File: src/rtl/mul_iter_pkg.sv
// Shared types and sizing helpers for the iterative unsigned multiplier.
package mul_iter_pkg;

    typedef enum logic [1:0] {
        IDLE = 2'd0,
        BUSY = 2'd1,
        DONE = 2'd2
    } state_e;

    function automatic int unsigned prod_width(input int unsigned width,
                                               input int unsigned full_product);
        return (full_product != 0) ? 2 * width : width;
    endfunction

    function automatic int unsigned num_steps(input int unsigned width,
                                              input int unsigned digit);
        return width / digit;
    endfunction

    // Counter must reach N itself, hence clog2(N+1).
    function automatic int unsigned cnt_width(input int unsigned width,
                                              input int unsigned digit);
        return $clog2(num_steps(width, digit) + 1);
    endfunction

endpackage

File: src/rtl/mul_digit_pp.sv
// WIDTH x DIGIT partial-product generator feeding the iterative accumulator.
module mul_digit_pp
    import mul_iter_pkg::*;
#(
    parameter int unsigned WIDTH = 8,
    parameter int unsigned DIGIT = 2
) (
    input  logic [WIDTH-1:0]       a_i,
    input  logic [DIGIT-1:0]       d_i,
    output logic [WIDTH+DIGIT-1:0] pp_o
);

    localparam int unsigned PPW = WIDTH + DIGIT;

    generate
        if (DIGIT == 2) begin : g_nbit
            multiplier_nbit #(
                .AW (WIDTH),
                .BW (DIGIT)
            ) u_mult (
                .a_i (a_i),
                .b_i (d_i),
                .p_o (pp_o)
            );
        end else begin : g_direct
            assign pp_o = PPW'(a_i) * PPW'(d_i);
        end
    endgenerate

endmodule

File: src/rtl/multiplier_nbit.sv
// Generic combinational shift-add multiplier, AW x BW -> AW+BW bits.
module multiplier_nbit #(
    parameter int unsigned AW = 4,
    parameter int unsigned BW = 4
) (
    input  logic [AW-1:0]    a_i,
    input  logic [BW-1:0]    b_i,
    output logic [AW+BW-1:0] p_o
);

    localparam int unsigned PW = AW + BW;

    always_comb begin
        p_o = '0;
        for (int i = 0; i < int'(BW); i++) begin
            if (b_i[i]) begin
                p_o = p_o + (PW'(a_i) << i);
            end
        end
    end

endmodule

File: src/rtl/mul_uint_iter.sv
// Iterative unsigned multiplier: one DIGIT-bit slice of B per clock,
// valid/ready on both sides, optional early exit on an exhausted multiplier.
module mul_uint_iter
    import mul_iter_pkg::*;
#(
    parameter int unsigned WIDTH        = 8,
    parameter int unsigned DIGIT        = 2,
    parameter int unsigned FULL_PRODUCT = 0,
    parameter int unsigned EARLY_EXIT   = 1
) (
    input  logic                                         clk,
    input  logic                                         rst,
    input  logic                                         in_valid,
    output logic                                         in_ready,
    input  logic [WIDTH-1:0]                             A,
    input  logic [WIDTH-1:0]                             B,
    output logic                                         out_valid,
    input  logic                                         out_ready,
    output logic [prod_width(WIDTH, FULL_PRODUCT)-1:0]   P,
    output logic                                         busy
);

    localparam int unsigned N   = num_steps(WIDTH, DIGIT);
    localparam int unsigned CW  = cnt_width(WIDTH, DIGIT);
    localparam int unsigned AW  = prod_width(WIDTH, FULL_PRODUCT);
    localparam int unsigned PPW = WIDTH + DIGIT;
    localparam int unsigned SW  = (AW > PPW) ? AW : PPW;

    generate
        if ((WIDTH < 2) || (WIDTH % DIGIT != 0) ||
            !((DIGIT == 1) || (DIGIT == 2) || (DIGIT == 4))) begin : g_bad_params
            $error("mul_uint_iter: illegal WIDTH/DIGIT combination");
        end
    endgenerate

    state_e           state_q, state_d;
    logic [WIDTH-1:0] a_q, a_d;
    logic [WIDTH-1:0] bsh_q, bsh_d;
    logic [AW-1:0]    acc_q, acc_d;
    logic [CW-1:0]    cnt_q, cnt_d;
    logic             in_ready_q, in_ready_d;
    logic             out_valid_q, out_valid_d;
    logic             busy_q, busy_d;

    logic [PPW-1:0]   pp;
    logic [SW-1:0]    pp_sh;

    mul_digit_pp #(
        .WIDTH (WIDTH),
        .DIGIT (DIGIT)
    ) u_pp (
        .a_i  (a_q),
        .d_i  (bsh_q[DIGIT-1:0]),
        .pp_o (pp)
    );

    // Shift is done at the wider of acc/pp width; truncation to AW happens on the sum.
    assign pp_sh = SW'(pp) << (32'(DIGIT) * 32'(cnt_q));

    always_ff @(posedge clk or posedge rst) begin
        if (rst) begin
            state_q     <= IDLE;
            a_q         <= '0;
            bsh_q       <= '0;
            acc_q       <= '0;
            cnt_q       <= '0;
            in_ready_q  <= 1'b1;
            out_valid_q <= 1'b0;
            busy_q      <= 1'b0;
        end else begin
            state_q     <= state_d;
            a_q         <= a_d;
            bsh_q       <= bsh_d;
            acc_q       <= acc_d;
            cnt_q       <= cnt_d;
            in_ready_q  <= in_ready_d;
            out_valid_q <= out_valid_d;
            busy_q      <= busy_d;
        end
    end

    always_comb begin
        state_d     = state_q;
        a_d         = a_q;
        bsh_d       = bsh_q;
        acc_d       = acc_q;
        cnt_d       = cnt_q;
        in_ready_d  = in_ready_q;
        out_valid_d = out_valid_q;
        busy_d      = busy_q;

        unique case (state_q)
            IDLE: begin
                if (in_valid && in_ready_q) begin
                    a_d        = A;
                    bsh_d      = B;
                    acc_d      = '0;
                    cnt_d      = '0;
                    state_d    = BUSY;
                    in_ready_d = 1'b0;
                    busy_d     = 1'b1;
                end
            end
            BUSY: begin
                acc_d = AW'(SW'(acc_q) + pp_sh);
                bsh_d = bsh_q >> DIGIT;
                cnt_d = cnt_q + CW'(1);
                // Leave after the last digit, or as soon as no multiplier bits remain.
                if ((cnt_q == CW'(N - 1)) || ((EARLY_EXIT != 0) && (bsh_d == '0))) begin
                    state_d     = DONE;
                    busy_d      = 1'b0;
                    out_valid_d = 1'b1;
                end
            end
            DONE: begin
                if (out_ready) begin
                    state_d     = IDLE;
                    out_valid_d = 1'b0;
                    in_ready_d  = 1'b1;
                end
            end
            default: begin
                state_d     = IDLE;
                in_ready_d  = 1'b1;
                out_valid_d = 1'b0;
                busy_d      = 1'b0;
            end
        endcase
    end

    assign in_ready  = in_ready_q;
    assign out_valid = out_valid_q;
    assign busy      = busy_q;
    assign P         = acc_q;

endmodule

File: config.mk
export PLATFORM = sky130hd
export DESIGN_NAME = mul_uint_iter
export DESIGN_NICKNAME = d
export VERILOG_FILES = /design/src/rtl/mul_iter_pkg.sv /design/src/rtl/mul_digit_pp.sv /design/src/rtl/multiplier_nbit.sv /design/src/rtl/mul_uint_iter.sv
export SDC_FILE = /design/constraint.sdc
export NUM_CORES = 1
export LEC_CHECK = 0
export ABC_AREA = 1
export ABC_CLOCK_PERIOD_IN_PS = 6900
export CAP_MARGIN = 20
export CORE_ASPECT_RATIO = 1.75
export CORE_MARGIN = 2
export CORE_UTILIZATION = 54
export DETAILED_ROUTE_END_ITERATION = 10
export GPL_TIMING_DRIVEN = 0
export HOLD_SLACK_MARGIN = 0.08
export PLACE_DENSITY = 0.79
export REMOVE_ABC_BUFFERS = 1
export SLEW_MARGIN = 20
export SYNTH_ARGS = -nofsm -noshare
export SYNTH_HDL_FRONTEND = slang
export SYNTH_SLANG_ARGS = --single-unit
File: constraint.sdc
create_clock -name clk -period 6.9 [get_ports clk]
set_clock_uncertainty 0.1 [all_clocks]
set_input_delay 1.035 -clock clk [delete_from_list [all_inputs] [get_ports clk]]
set_output_delay 1.035 -clock clk [all_outputs]
set_load 0.02 [all_outputs]
==> results.toml <==
[run_status]
status = "completed"

[floorplan]
row_count = 30
die_x_um = 52.1
die_h_um = 88.2
io_pins = 31
coreArea_um2 = 3870
initial_utilization = 0.566
die-area_um2 = 4600

[route]
wl_um = 4920
viasPerCell = 5.41
dr.pass1.iters = 4
ant_nets = 0
drt_iter0_drc = 72
drc = 0
wire_per_inst_um = 13.1
vias = 2036

[worst_hold_path]
hp-class = "reg -> reg"
hp-start = "a_q[7]"
whs_endpoint = "a_q[7]"
min_delay_path_depth = 2

[sta]
hold_viol = 0
tightest_slew_ns = 1.01
max_freq_mhz = 291
rsz0062_at_grt = "false"
maxSlewViolCount = 0
setup_ws_ns = 3.47
setup_tns_ns = 0
maxSlewHeadroom = 0.322
setup_viol = 0
layout_min_cycle_time_ns = 3.43
fin_crit_sh = 0.498

[clock_network]
cts_buffers = 5
cts_root_buf = "clkbuf_8"
h-tree-depth = 2
cts_resized = 0
clk_pin_slew_ns = 0.07
numClockSinks = 32
postCtsHoldBufs = 0
cts_setup_buffers = 0
worstSkewPairLatency_ns = 0.29
cts_tree = "built"
cts_max_path_buffers = 2

[synthesis]
yosysSeqAreaShare = 0.366
synth.area.top_cells = "dfrtp_1 (35%), nand2_1 (15%), ha_1 (7.4%), inv_1 (7.0%), o21ai_0 (6.2%)"
post-synth-top-area-cell = "dfrtp_1"
ys_warn_count = 0
synth.avg_cell_area_um2 = 7.34
ys_seq_elements = 32
synth_top_area_share = 0.354
syn_inst = 298
ys_types = 39
syn-cell-area_um2 = 2190

[placement]
io_buffers = 30
place_area_um2 = 2480
dp_hpwl_um = 3630
finalWeightedCongestion = 0.847
dpl_worst_slack_ns = 3.20

[global_routing]
grt_overflow = 0
grt_max_degree = 33
grt_pass1_wl_um = 8700
grt_antenna_before_repair = 0
grt.total_usage = 0.251
grt_pass1_vias = 2110

[setup_path]
rr_endpoint = "P[7]"
crit_type = "reg -> reg"
cp.required_ns = 7.02
end_kind = "flip-flop"
cp-start-kind = "flip-flop"
r2r_slack_ns = 3.47
r2r-start = "bsh_q[0]"
cp_max_fo = 14
crit_arrival_ns = 3.56
worst-r2r-cell-count = 18

[layout]
design_area_um2 = 2590
nets = 361
synthToLayoutAreaGrowth_pct = 18.2
final_util = 0.669
diodes = 0
drive_gt1_frac = 0.0579

[pwr]
peakVddDrop_mv = 0.330
p_leak_nw = 1.34
power_density_nw_per_um2 = 529

[job]
cap_violations = 0
## worst max-delay path by stage
| stage | from | endpoint | depth (start not counted) |
|---|---|---|---|
| 6_report | bsh_q[0] | P[7] | 18 |
| 5_1_grt | bsh_q[0] | P[7] | 17 |
| 4_1_cts | bsh_q[0] | P[7] | 18 |
| 3_5_place_dp | in_valid | bsh_q[0] | 7 |
| 3_3_place_gp | in_valid | bsh_q[5] | 7 |
| 2_1_floorplan | bsh_q[0] | P[7] | 17 |
## routing by layer
metal  wire length [um]  global-route usage
met3                182              0.0507
met2               2670               0.463
met1               1980               0.270
met5                  0                   0
met4                 93               0.103
## Yosys cell counts
| cell | count |
|---|---|
| a211oi_1 | 1 |
| a21o_1 | 1 |
| a21oi_1 | 13 |
| a21oi_2 | 1 |
| a221oi_1 | 3 |
| a22o_1 | 2 |
| a31oi_1 | 1 |
| a32o_1 | 1 |
| and2_2 | 1 |
| buf_2 | 2 |
| buf_6 | 1 |
| clkbuf_1 | 1 |
| clkbuf_2 | 1 |
| clkbuf_8 | 3 |
| clkinv_1 | 2 |
| dfrtp_1 | 31 |
| dfstp_2 | 1 |
| fa_1 | 1 |
| ha_1 | 13 |
| inv_1 | 41 |
| inv_2 | 1 |
| nand2_1 | 89 |
| nand2_2 | 1 |
| nand3_1 | 19 |
| nand3_2 | 1 |
| nand4_1 | 4 |
| nor2_1 | 12 |
| nor2_2 | 1 |
| nor3_1 | 6 |
| nor3_2 | 1 |
| nor4_1 | 1 |
| o211ai_1 | 3 |
| o211ai_2 | 1 |
| o21ai_0 | 27 |
| o21ai_1 | 2 |
| o21bai_1 | 2 |
| o22ai_1 | 1 |
| or2_2 | 1 |
| xor2_1 | 4 |
## registers in the layout, indices dropped and copies added (netlist names)
register / count
P: 8
a_q: 8
bsh_q: 8
cnt_q: 3
state_q: 2
busy: 1
in_ready: 1
out_valid: 1
## through the flow
stage	total power, mW	std cells	hold WS, ns
after global placement	1.16	368	0.374
after detailed placement	1.18	368	0.372
after floorplan	0.961	290	0.342
after global routing	1.52	376	0.431
final	1.37	376	0.387
after CTS	1.37	376	0.389
## worst max-delay path, stage by stage, from the launching register on
cell	delay (ns)
dfrtp_1	0.65
nand3_1	0.19
and2_2	0.25
ha_1	0.19
inv_1	0.05
nand2_1	0.10
nand3_1	0.12
nand3_1	0.07
nand3_1	0.12
nand3_1	0.10
a221oi_1	0.35
ha_1	0.34
nand3_1	0.11
nand3_1	0.10
xor2_1	0.20
inv_1	0.07
nand3_1	0.08
nand3_1	0.08
nand2_1	0.10
## cells by family after synthesis
kind of cell / synth area share
and+or+nand+nor: 0.266
AOI/OAI and AO/OA: 0.160
buffers and inverters: 0.108
DFF: 0.366
adders and majority gates: 0.0835
xor gates and xnor gates: 0.0160
## area by class of cell
class / instances / area (um^2)
Timing Repair Buffer: 30 / 300
Clock buffer: 6 / 72.6
Sequential cell: 32 / 802
Inverter: 44 / 165
Tap cell: 48 / 60.1
Clock inverter: 2 / 35.0
Multi-Input combinational cell: 214 / 1150
Fill cell: 351 / 1280
## layout by cell type (no fill, tap or decap), types with 4 or more instances in the layout
| cell type | n |
|---|---|
| clkdlybuf4s50_1 | 30 |
| nand3_1 | 19 |
| a21oi_1 | 13 |
| clkbuf_8 | 5 |
| o21ai_0 | 27 |
| inv_1 | 40 |
| nor2_1 | 11 |
| dfrtp_1 | 31 |
| nand4_1 | 4 |
| nand2_1 | 89 |
| nor3_1 | 6 |
| ha_1 | 13 |
| xor2_1 | 4 |
## power by group
group | switching [mW] | internal [mW]
Clock | 0.0708 | 0.107
Combinational | 0.503 | 0.317
Sequential | 0.0944 | 0.276
Total | 0.668 | 0.700
Note: power is estimated with default switching activity, not from simulation.
